## config.mk

```make
export PLATFORM = sky130hd
export DESIGN_NAME = pulse_shaper_moore
export DESIGN_NICKNAME = d
export VERILOG_FILES = /design/src/rtl/shaper_pkg.sv /design/src/rtl/sat_updown_cnt.sv /design/src/rtl/pulse_shaper_moore.sv
export SDC_FILE = /design/constraint.sdc
export NUM_CORES = 1
export LEC_CHECK = 0
export ABC_AREA = 0
export CAP_MARGIN = 20
export CELL_PAD_IN_SITES_DETAIL_PLACEMENT = 0
export CELL_PAD_IN_SITES_GLOBAL_PLACEMENT = 2
export CORE_UTILIZATION = 32
export DETAILED_ROUTE_END_ITERATION = 10
export PLACE_DENSITY_LB_ADDON = 0.1
export SYNTH_ARGS = -nofsm -noshare
export SYNTH_HDL_FRONTEND = slang
export SYNTH_HIERARCHICAL = 1
export SYNTH_SLANG_ARGS = --single-unit
```

## constraint.sdc

```tcl
create_clock -name clk -period 3 [get_ports clk]
set_clock_uncertainty 0.05 [all_clocks]
set_input_delay 0.3 -clock clk [delete_from_list [all_inputs] [get_ports clk]]
set_output_delay 0.3 -clock clk [all_outputs]
set_load 0.01 [all_outputs]
```

## src/rtl/shaper_pkg.sv

```systemverilog
// Shared types and constants for the pulse shaper.
//   state_t : FSM state encoding (IDLE, HIGH, LOW)
//   CNT_W   : default width of the phase counter and of the pending-request count
package shaper_pkg;

   typedef enum logic [1:0] {
      IDLE = 2'd0,
      HIGH = 2'd1,
      LOW  = 2'd2
   } state_t;

   localparam int CNT_W = 8;

endpackage

```

## src/rtl/sat_updown_cnt.sv

```systemverilog
// Saturating up/down counter holding the number of queued trigger requests.
//   clk, rst_n : clock, asynchronous active-low reset
//   inc        : add one request (dropped when the count is already at MAX)
//   dec        : remove one request (ignored when the count is zero)
//   cnt        : current count
//   overflow   : registered one-cycle flag, high the cycle after a dropped inc
// inc and dec together leave the count unchanged.
module sat_updown_cnt #(
   parameter int W   = 8,
   parameter int MAX = 3
) (
   input  logic         clk,
   input  logic         rst_n,
   input  logic         inc,
   input  logic         dec,
   output logic [W-1:0] cnt,
   output logic         overflow
);

   localparam logic [W-1:0] MAX_V = W'(MAX);

   logic [W-1:0] cnt_q, cnt_d;
   logic         overflow_q, overflow_d;

   always_comb begin
      cnt_d      = cnt_q;
      overflow_d = 1'b0;
      if (inc && !dec) begin
         if (cnt_q == MAX_V) begin
            overflow_d = 1'b1;
         end else begin
            cnt_d = cnt_q + 1'b1;
         end
      end else if (dec && !inc) begin
         if (cnt_q != '0) begin
            cnt_d = cnt_q - 1'b1;
         end
      end
   end

   always_ff @(posedge clk or negedge rst_n) begin
      if (!rst_n) begin
         cnt_q      <= '0;
         overflow_q <= 1'b0;
      end else begin
         cnt_q      <= cnt_d;
         overflow_q <= overflow_d;
      end
   end

   assign cnt      = cnt_q;
   assign overflow = overflow_q;

endmodule

```

## src/rtl/pulse_shaper_moore.sv

```systemverilog
// Moore FSM that stretches single-cycle trigger requests into output pulses
// HIGH_CYCLES wide, each followed by at least LOW_CYCLES low. Requests that
// arrive while a pulse is in progress are queued (up to MAX_PEND).
//   clk, rst_n : clock, asynchronous active-low reset
//   trig       : one request per cycle with trig=1
//   out        : shaped pulse, 1 while in HIGH
//   busy       : 1 while not IDLE
//   pend_cnt   : number of queued requests
//   overflow   : one-cycle pulse the cycle after a request was dropped
//   dbg_state  : current state register
module pulse_shaper_moore
   import shaper_pkg::*;
#(
   parameter int HIGH_CYCLES = 4,
   parameter int LOW_CYCLES  = 2,
   parameter int MAX_PEND    = 3,
   parameter int CNT_W       = shaper_pkg::CNT_W
) (
   input  logic             clk,
   input  logic             rst_n,
   input  logic             trig,
   output logic             out,
   output logic             busy,
   output logic [CNT_W-1:0] pend_cnt,
   output logic             overflow,
   output state_t           dbg_state
);

   // Counters count down to zero, so a phase of N cycles loads N-1.
   localparam logic [CNT_W-1:0] HIGH_LOAD = CNT_W'(HIGH_CYCLES - 1);
   localparam logic [CNT_W-1:0] LOW_LOAD  = CNT_W'(LOW_CYCLES - 1);

   state_t           state_q, state_d;
   logic [CNT_W-1:0] phase_q, phase_d;
   logic             out_q, out_d;
   logic             busy_q, busy_d;
   logic             q_inc, q_dec;
   logic             pend_nz;

   assign pend_nz = (pend_cnt != '0);

   always_comb begin
      // NOTE: every signal assigned here gets a default first so no path
      // leaves it unassigned, which would otherwise infer a latch.
      state_d = state_q;
      phase_d = phase_q;
      q_inc   = 1'b0;
      q_dec   = 1'b0;

      unique case (state_q)
         IDLE: begin
            // A trigger from IDLE starts a pulse directly and is never queued.
            if (trig) begin
               state_d = HIGH;
               phase_d = HIGH_LOAD;
            end
         end
         HIGH: begin
            q_inc = trig;
            if (phase_q == '0) begin
               state_d = LOW;
               phase_d = LOW_LOAD;
            end else begin
               phase_d = phase_q - 1'b1;
            end
         end
         LOW: begin
            if (phase_q == '0) begin
               if (pend_nz || trig) begin
                  // Back-to-back pulse: a queued request is preferred. If one
                  // is taken, a same-cycle trig is queued in its place
                  // (inc+dec holds); otherwise trig itself is consumed.
                  state_d = HIGH;
                  phase_d = HIGH_LOAD;
                  q_dec   = pend_nz;
                  q_inc   = trig && pend_nz;
               end else begin
                  state_d = IDLE;
               end
            end else begin
               q_inc   = trig;
               phase_d = phase_q - 1'b1;
            end
         end
         default: begin
            state_d = IDLE;
            phase_d = '0;
         end
      endcase

      // Outputs are flopped from the next state so they leave the same edge
      // as the state register and never glitch.
      out_d  = (state_d == HIGH);
      busy_d = (state_d != IDLE);
   end

   always_ff @(posedge clk or negedge rst_n) begin
      if (!rst_n) begin
         state_q <= IDLE;
         phase_q <= '0;
         out_q   <= 1'b0;
         busy_q  <= 1'b0;
      end else begin
         // NOTE: non-blocking assignments so every flop samples the values
         // from before this edge, independent of statement order.
         state_q <= state_d;
         phase_q <= phase_d;
         out_q   <= out_d;
         busy_q  <= busy_d;
      end
   end

   sat_updown_cnt #(
      .W   (CNT_W),
      .MAX (MAX_PEND)
   ) u_pend (
      .clk      (clk),
      .rst_n    (rst_n),
      .inc      (q_inc),
      .dec      (q_dec),
      .cnt      (pend_cnt),
      .overflow (overflow)
   );

   assign out       = out_q;
   assign busy      = busy_q;
   assign dbg_state = state_q;

endmodule

```

# Word level (Yosys, flattened, before mapping)

Cells that the tools add are included.

Reduce and logical (&&, ||, !) cells: 14
Equal/unequal tests: 7
$add $sub $neg: 3
Muxes and demuxes: 22

Operators by type and width:

| operator              | count |
|---|---|
| $mux W8               | 8 |
| $pmux W8 S3           | 1 |
| $sub A8 B1 Y8 const B | 2 |
| $add A8 B1 Y8 const B | 1 |
| $eq A8 B2 Y1 const B  | 1 |
| $logic_not A8 Y1      | 1 |
| $mux W1               | 8 |
| $reduce_bool A8 Y1    | 1 |
| $mux W2               | 3 |
| $pmux W2 S3           | 1 |
| $reduce_bool A2 Y1    | 3 |
| $eq A2 B1 Y1 const B  | 2 |
| $ne A2 B2 Y1 const B  | 2 |
| $logic_and A1 B1 Y1   | 3 |
| $ne A3 B3 Y1 const B  | 1 |
| $reduce_and A3 Y1     | 1 |
| $eq A2 B2 Y1 const B  | 1 |
| $logic_not A1 Y1      | 2 |
| $logic_not A2 Y1      | 1 |
| $pmux W1 S2           | 1 |
| $reduce_and A2 Y1     | 1 |
| $logic_or A1 B1 Y1    | 1 |

Word-level logic and storage cells: 52
Register bits: 21
Input bits: 3
Output and inout port bits: 13

# Longest topological paths before layout

Word-level depth: 9
Depth in mapped cells: 14
Gate-level depth less buffers: 14

# Cells and area by module

The synthesis kept the hierarchy.

By module, submodules not included:

| module             | sequential area each (µm²) | area each (µm²) | cells an instance | instances |
|---|---|---|---|---|
| pulse_shaper_moore | 300.3                      | 863.3           | 91                | 1 |
| sat_updown_cnt     | 225.2                      | 666.9           | 66                | 1 |

# Least setup slack after synthesis

Ideal clock, no wire load.

Path kind: register to register
Start point: register phase_q[0]
End point: register u_pend.cnt_q[5] (netlist: u_pend/cnt[5])
Path slack: -89 ps
Required time: 2825 ps
Setup time: 125 ps
Cell stages (with the launch flop): 15
Clock period less this slack: 3089 ps
Data arrival time: 2915 ps
Buffers on the path: 0
Path through: dfrtp_1 inv_1 ha_1 nor4b_4 nand2_1 o21a_1 o211a_1 ha_1 inv_1 ha_1 o21ai_0 o21bai_1 a21oi_1 xnor2_1 mux2_2

Word-level cells in the longest chain between the ends: 7
Elaborated cells on any way between the ends: 14
Classes of those cells: eq/ne: 1; mux: 5; reduce/logical: 8

Ends and longest elaborated chain:

| item                                | line                      | RTL |
|---|---|---|
| from (decl)                         | pulse_shaper_moore.sv:34  | `logic [CNT_W-1:0] phase_q, phase_d;` |
| from (signal assigned)              | pulse_shaper_moore.sv:107 | `phase_q <= phase_d;` |
| $logic_not A8 Y1 *                  | pulse_shaper_moore.sv:68  | `if (phase_q == '0) begin` |
| $mux W1 *                           | pulse_shaper_moore.sv:68  |  |
| $pmux W1 S2 *                       | pulse_shaper_moore.sv:50  | `unique case (state_q)` |
| via q_inc                           | pulse_shaper_moore.sv:37  | `logic q_inc, q_dec;` |
| $logic_not A1 Y1                    | sat_updown_cnt.sv:34      | `end else if (dec && !inc) begin` |
| $logic_and A1 B1 Y1                 | sat_updown_cnt.sv:34      |  |
| $reduce_bool A2 Y1 (no source line) | -                         |  |
| $reduce_and A3 Y1 (no source line)  | -                         |  |
| to (signal assigned)                | sat_updown_cnt.sv:46      | `cnt_q <= cnt_d;` |
| to (decl)                           | sat_updown_cnt.sv:22      | `logic [W-1:0] cnt_q, cnt_d;` |

The timed path passes the listed nets; every way through them passes the cells marked *.
A chain may end at the register's enable or synchronous reset.

# Worst setup path after layout

Start point: register u_pend.cnt_q[5] (netlist: u_pend/cnt[5])
End point: register u_pend.cnt_q[7] (netlist: u_pend/cnt[7])

Word-level cells in the longest chain between the ends: 9
Elaborated cells on any way between the ends: 24
Classes of those cells: add/sub: 2; eq/ne: 2; mux: 10; reduce/logical: 10

Ends and longest elaborated chain:

| item                                                      | line                                               | RTL |
|---|---|---|
| $reduce_bool A8 Y1 *                                      | pulse_shaper_moore.sv:40                           | `assign pend_nz = (pend_cnt != '0);` |
| $logic_and A1 B1 Y1 or $logic_or A1 B1 Y1 (tied branches) | pulse_shaper_moore.sv:76, pulse_shaper_moore.sv:69 |  |
| $mux W1 *                                                 | pulse_shaper_moore.sv:69                           | `if (pend_nz \|\| trig) begin` |
| $mux W1 *                                                 | pulse_shaper_moore.sv:68                           |  |
| $pmux W1 S2 *                                             | pulse_shaper_moore.sv:50                           |  |
| via q_inc                                                 | pulse_shaper_moore.sv:37                           |  |
| $logic_not A1 Y1                                          | sat_updown_cnt.sv:34                               |  |
| $logic_and A1 B1 Y1                                       | sat_updown_cnt.sv:34                               |  |
| $reduce_bool A2 Y1 (no source line)                       | -                                                  |  |
| $reduce_and A3 Y1 (no source line)                        | -                                                  |  |

The timed path passes the listed nets; every way through them passes the cells marked *. The select of a mux whose other input is x is not followed.

==> impl_results.md <==
* Cell leakage power at 0.887 nW
* Proportion of total power due to net switching at 0.426
* Ports placed on the boundary at 16
* Most used flip-flop cell after synthesis: dfrtp_1
* Power share of the clock group at 0.064
* Met3 usage in global routing at 0.0199
* Number of global-route vias before repair at 1449
* Worst max-slew margin expressed relative to the limit at 0.668
* Portion of total power attributed to sequential cells at 0.174
* Pins Over Slew Limit at 0
* Max_cap viols at 0
* Share of the synthesized area in the top cell type at 0.343
* Port Buffer Count at 15
* Number of synthesized flops with an enable pin at 0
* Gate count of the mapped netlist at about 160
* Sequential area share after synthesis at 0.343
* Final nets at 229
* Max stage delay on crit path at between 0.3 and 0.4 ns
* Die outline area at 5060 um^2
* Starting utilization of the core area at 0.342
* Maximum ir drop on the vdd rail at 0.627 mV
* Cell type of the slowest stage on the worst timing path: dfrtp_1
* Share of layout cells above drive strength 1 at 0.336
* Final critical delay including setup and external delays at between 2 and 3 ns
* Setup-violating endpoint count in the final report at 0
* Critical Path Start Type: flop
* Post-detailed-route via-to-cell ratio at 5.26
* Routed vias at roughly 1.4k
* Starting DRT DRC Count at 95
* Root buffer cell: clkbuf_8
* Remaining global-route overflow at 0
* Met1 GRT Util at 0.183
* Overall routing resource usage at 0.164
* Wire length of the first global-routing pass at 6560 um
* Timing-limited maximum frequency at 349 MHz
* Transition time at the pin with the least slew margin at 0.498 ns
* Layer with the highest usage after global routing: met2
* Number of buffers created by CTS at 3
* Req. time, crit path at 3.14 ns
* Smallest setup slack after layout at 0.134 ns
* Die X at 71.2 um
* Source-to-sink clock delay at the later pin of the worst-skew pair at 0.26 ns
* Antenna violations before repair at 0
* Largest area contributor in the netlist: dfrtp_1
* Pwr Density at 1360 nW/um^2
* Maximum level of the CTS H-tree at 1
* Routed Antenna Nets at 0
* Synthesized cell area at ~1500 um^2
* Switching power summed over all nets at 1.26 mW
* Number of flip-flops and latches in the synthesized netlist at 21
* Post-Layout Inst Area at 2170 um^2
* Drt wl/cell at about 15 um
* Placeable Area at 4470 um^2
* Clock tree from TritonCTS: built
* Critical path class: flop to flop
* Minimum setup slack after placement at about 0.011 ns
* First drt pass iteration count at 6
* Element type at the critical path end: flop
* CP cell instances: nor4_1 > buf_4 > nand2_1 > o21a_1 > o211a_1 > ha_4 > inv_6 > ha_1 > nor3_1 > o21bai_1 > a21o_1 > a21boi_2 > xor2_1
* Maximum net fanout on the critical path at 6
* Number of endpoints with negative hold slack in the final report at 0
* WL final at 3940 um
* Data arrival, critical path at 3.00 ns
* Share of flip-flops with an asynchronous set or reset after synthesis at 1.00
* Clk sinks at 21
* R2R Path End: u_pend/cnt[7]$_DFFE_PN0P_
* Total inserted antenna cells at 0
* Mean Syn Cell Area at 9.75 um^2
* Largest net degree at the start of global routing at 14
* Syn_nets at between 150 and 200
* Die H at just over 70 um
* Setup repair after global routing missed its margin: yes
* Combinational share of power at 0.763
* Status: finished, final reports clean
* Weighted congestion reported at the end of routability-driven placement at 0.807
* Portion of the clock cycle consumed by the worst path in the final layout at 0.955
* Worst Reg-to-Reg Cells at 13
* FF-to-FF setup slack at 0.13 ns
* Clock edge transition at the registers on the reported setup and hold paths at 0.08 ns
* Cells taking the most area after synthesis: dfrtp_1, ha_1, nor2_1
* DRC violations left at 0
* Area growth from synthesis to final layout at 42.0%
* Cell-internal power at about 1.7 mW
* Maximum buffer depth of the clock tree at 2
* Post-Route Hold Slack at 0.295 ns
* Worst hold path class: primary input to asynchronous set/reset pin
* Met2 layer usage reported by global route at 0.319
* Crit Reg-Reg Startpoint: u_pend/cnt[5]$_DFFE_PN0P_
* Placed wire-length estimate after detailed placement at 3090 um
* Warning count from the yosys run at 6
* Cell area after placement at 1990 um^2
* Count of unique library cells instantiated by Yosys at 45
* Number of core rows at 24
## metal layers
metal / part of all wire / vias to the layer above
li1: - / 700
met1: 0.44 / 664
met2: 0.54 / 18
met3: 0.018 / 2
met4: 0.0086 / 0
met5: 0 / -
## worst max-delay path by stage
stage                               from                        end  slack (ns)  cells past startpoint
2_1_floorplan     phase_q[0]$_DFFE_PN0P_  u_pend/cnt[6]$_DFFE_PN0P_       0.006                     14
3_3_place_gp      phase_q[0]$_DFFE_PN0P_  u_pend/cnt[7]$_DFFE_PN0P_        0.04                     14
4_1_cts           phase_q[0]$_DFFE_PN0P_  u_pend/cnt[5]$_DFFE_PN0P_       0.005                     14
3_5_place_dp      phase_q[0]$_DFFE_PN0P_  u_pend/cnt[7]$_DFFE_PN0P_        0.01                     14
6_report       u_pend/cnt[5]$_DFFE_PN0P_  u_pend/cnt[7]$_DFFE_PN0P_        0.13                     13
5_1_grt           phase_q[0]$_DFFE_PN0P_  u_pend/cnt[5]$_DFFE_PN0P_       -0.03                     14
## worst max-delay path: cells and delay by family, from the launching register on
kind,cells,cell delay [ns]
compound gates,5,0.86
xor+xnor,1,0.14
fa+ha+maj,2,0.46
buf+inv,2,0.26
flops,1,0.38
simple gates,3,0.63
## state kept, by name, summed over array words and instances (netlist names)
name and flops:
phase_q 8, out 1, u_pend/cnt 8, dbg_state 2, busy 1, u_pend/overflow 1
## area by class of cell
class	instances	area, um^2
Tap cell	52	65.1
Clock buffer	4	45.0
Sequential cell	21	526
Multi-Input combinational cell	130	1090
Timing Repair Buffer	50	420
Inverter	6	27.5
Fill cell	437	2300
## synth_stat cells, drive strengths merged (2+ instances only)
master / count
dfrtp: 21
nor2: 18
ha: 13
o21ai: 13
a21oi: 12
nand2: 7
inv: 6
nor3: 6
mux2: 5
o21bai: 5
nand3: 4
nor2b: 4
xnor2: 4
a211oi: 3
a21o: 3
a31oi: 3
mux2i: 3
nor4: 3
or3: 3
o2bb2ai: 2
o31ai: 2
## repair_timing
item,CTS,global route
endpoints found under the setup margin,1,8
buffers inserted,0,2
hold buffers,0,0
resized for setup,1,24
pin swaps,0,15
## power by group through the flow
stage	Combinational (mW)	Clock, mW	Sequential, mW
after floorplan	1.12	0	0.608
after global placement	1.96	0	0.512
after detailed placement	1.97	0	0.517
after CTS	1.98	0.199	0.512
after global routing	2.47	0.213	0.529
final	2.25	0.188	0.512
## cells by family after synthesis
family	after synthesis	share of synthesized area
and+or+nand+nor	51	0.183
buffers and inverters	6	0.0147
adders and majority gates	14	0.119
muxes	8	0.0589
xor gates and xnor gates	5	0.0286
AOI/OAI and AO/OA	52	0.252
DFF	21	0.343
## cells in the final DEF (no fill, tap or decap), types with 5 or more instances in the layout
cell type,instances
clkdlybuf4s50_1,15
nor3_1,6
dfrtp_1,21
ha_1,6
buf_4,33
nor2_1,18
o21bai_1,5
o21ai_0,8
a21oi_1,10
nand2_1,6
ha_4,6
## through the flow
stage / TNS, ns / std cells / utilization / power (mW)
2_1_floorplan: 0 / 157 / - / 1.73
3_3_place_gp: 0 / 257 / 0.445 / 2.47
3_5_place_dp: 0 / 257 / 0.445 / 2.49
4_1_cts: 0 / 261 / 0.456 / 2.69
5_1_grt: -0.0659 / 263 / 0.486 / 3.22
6_report: 0 / 263 / 0.486 / 2.95
(Power assumes the default switching activity.)
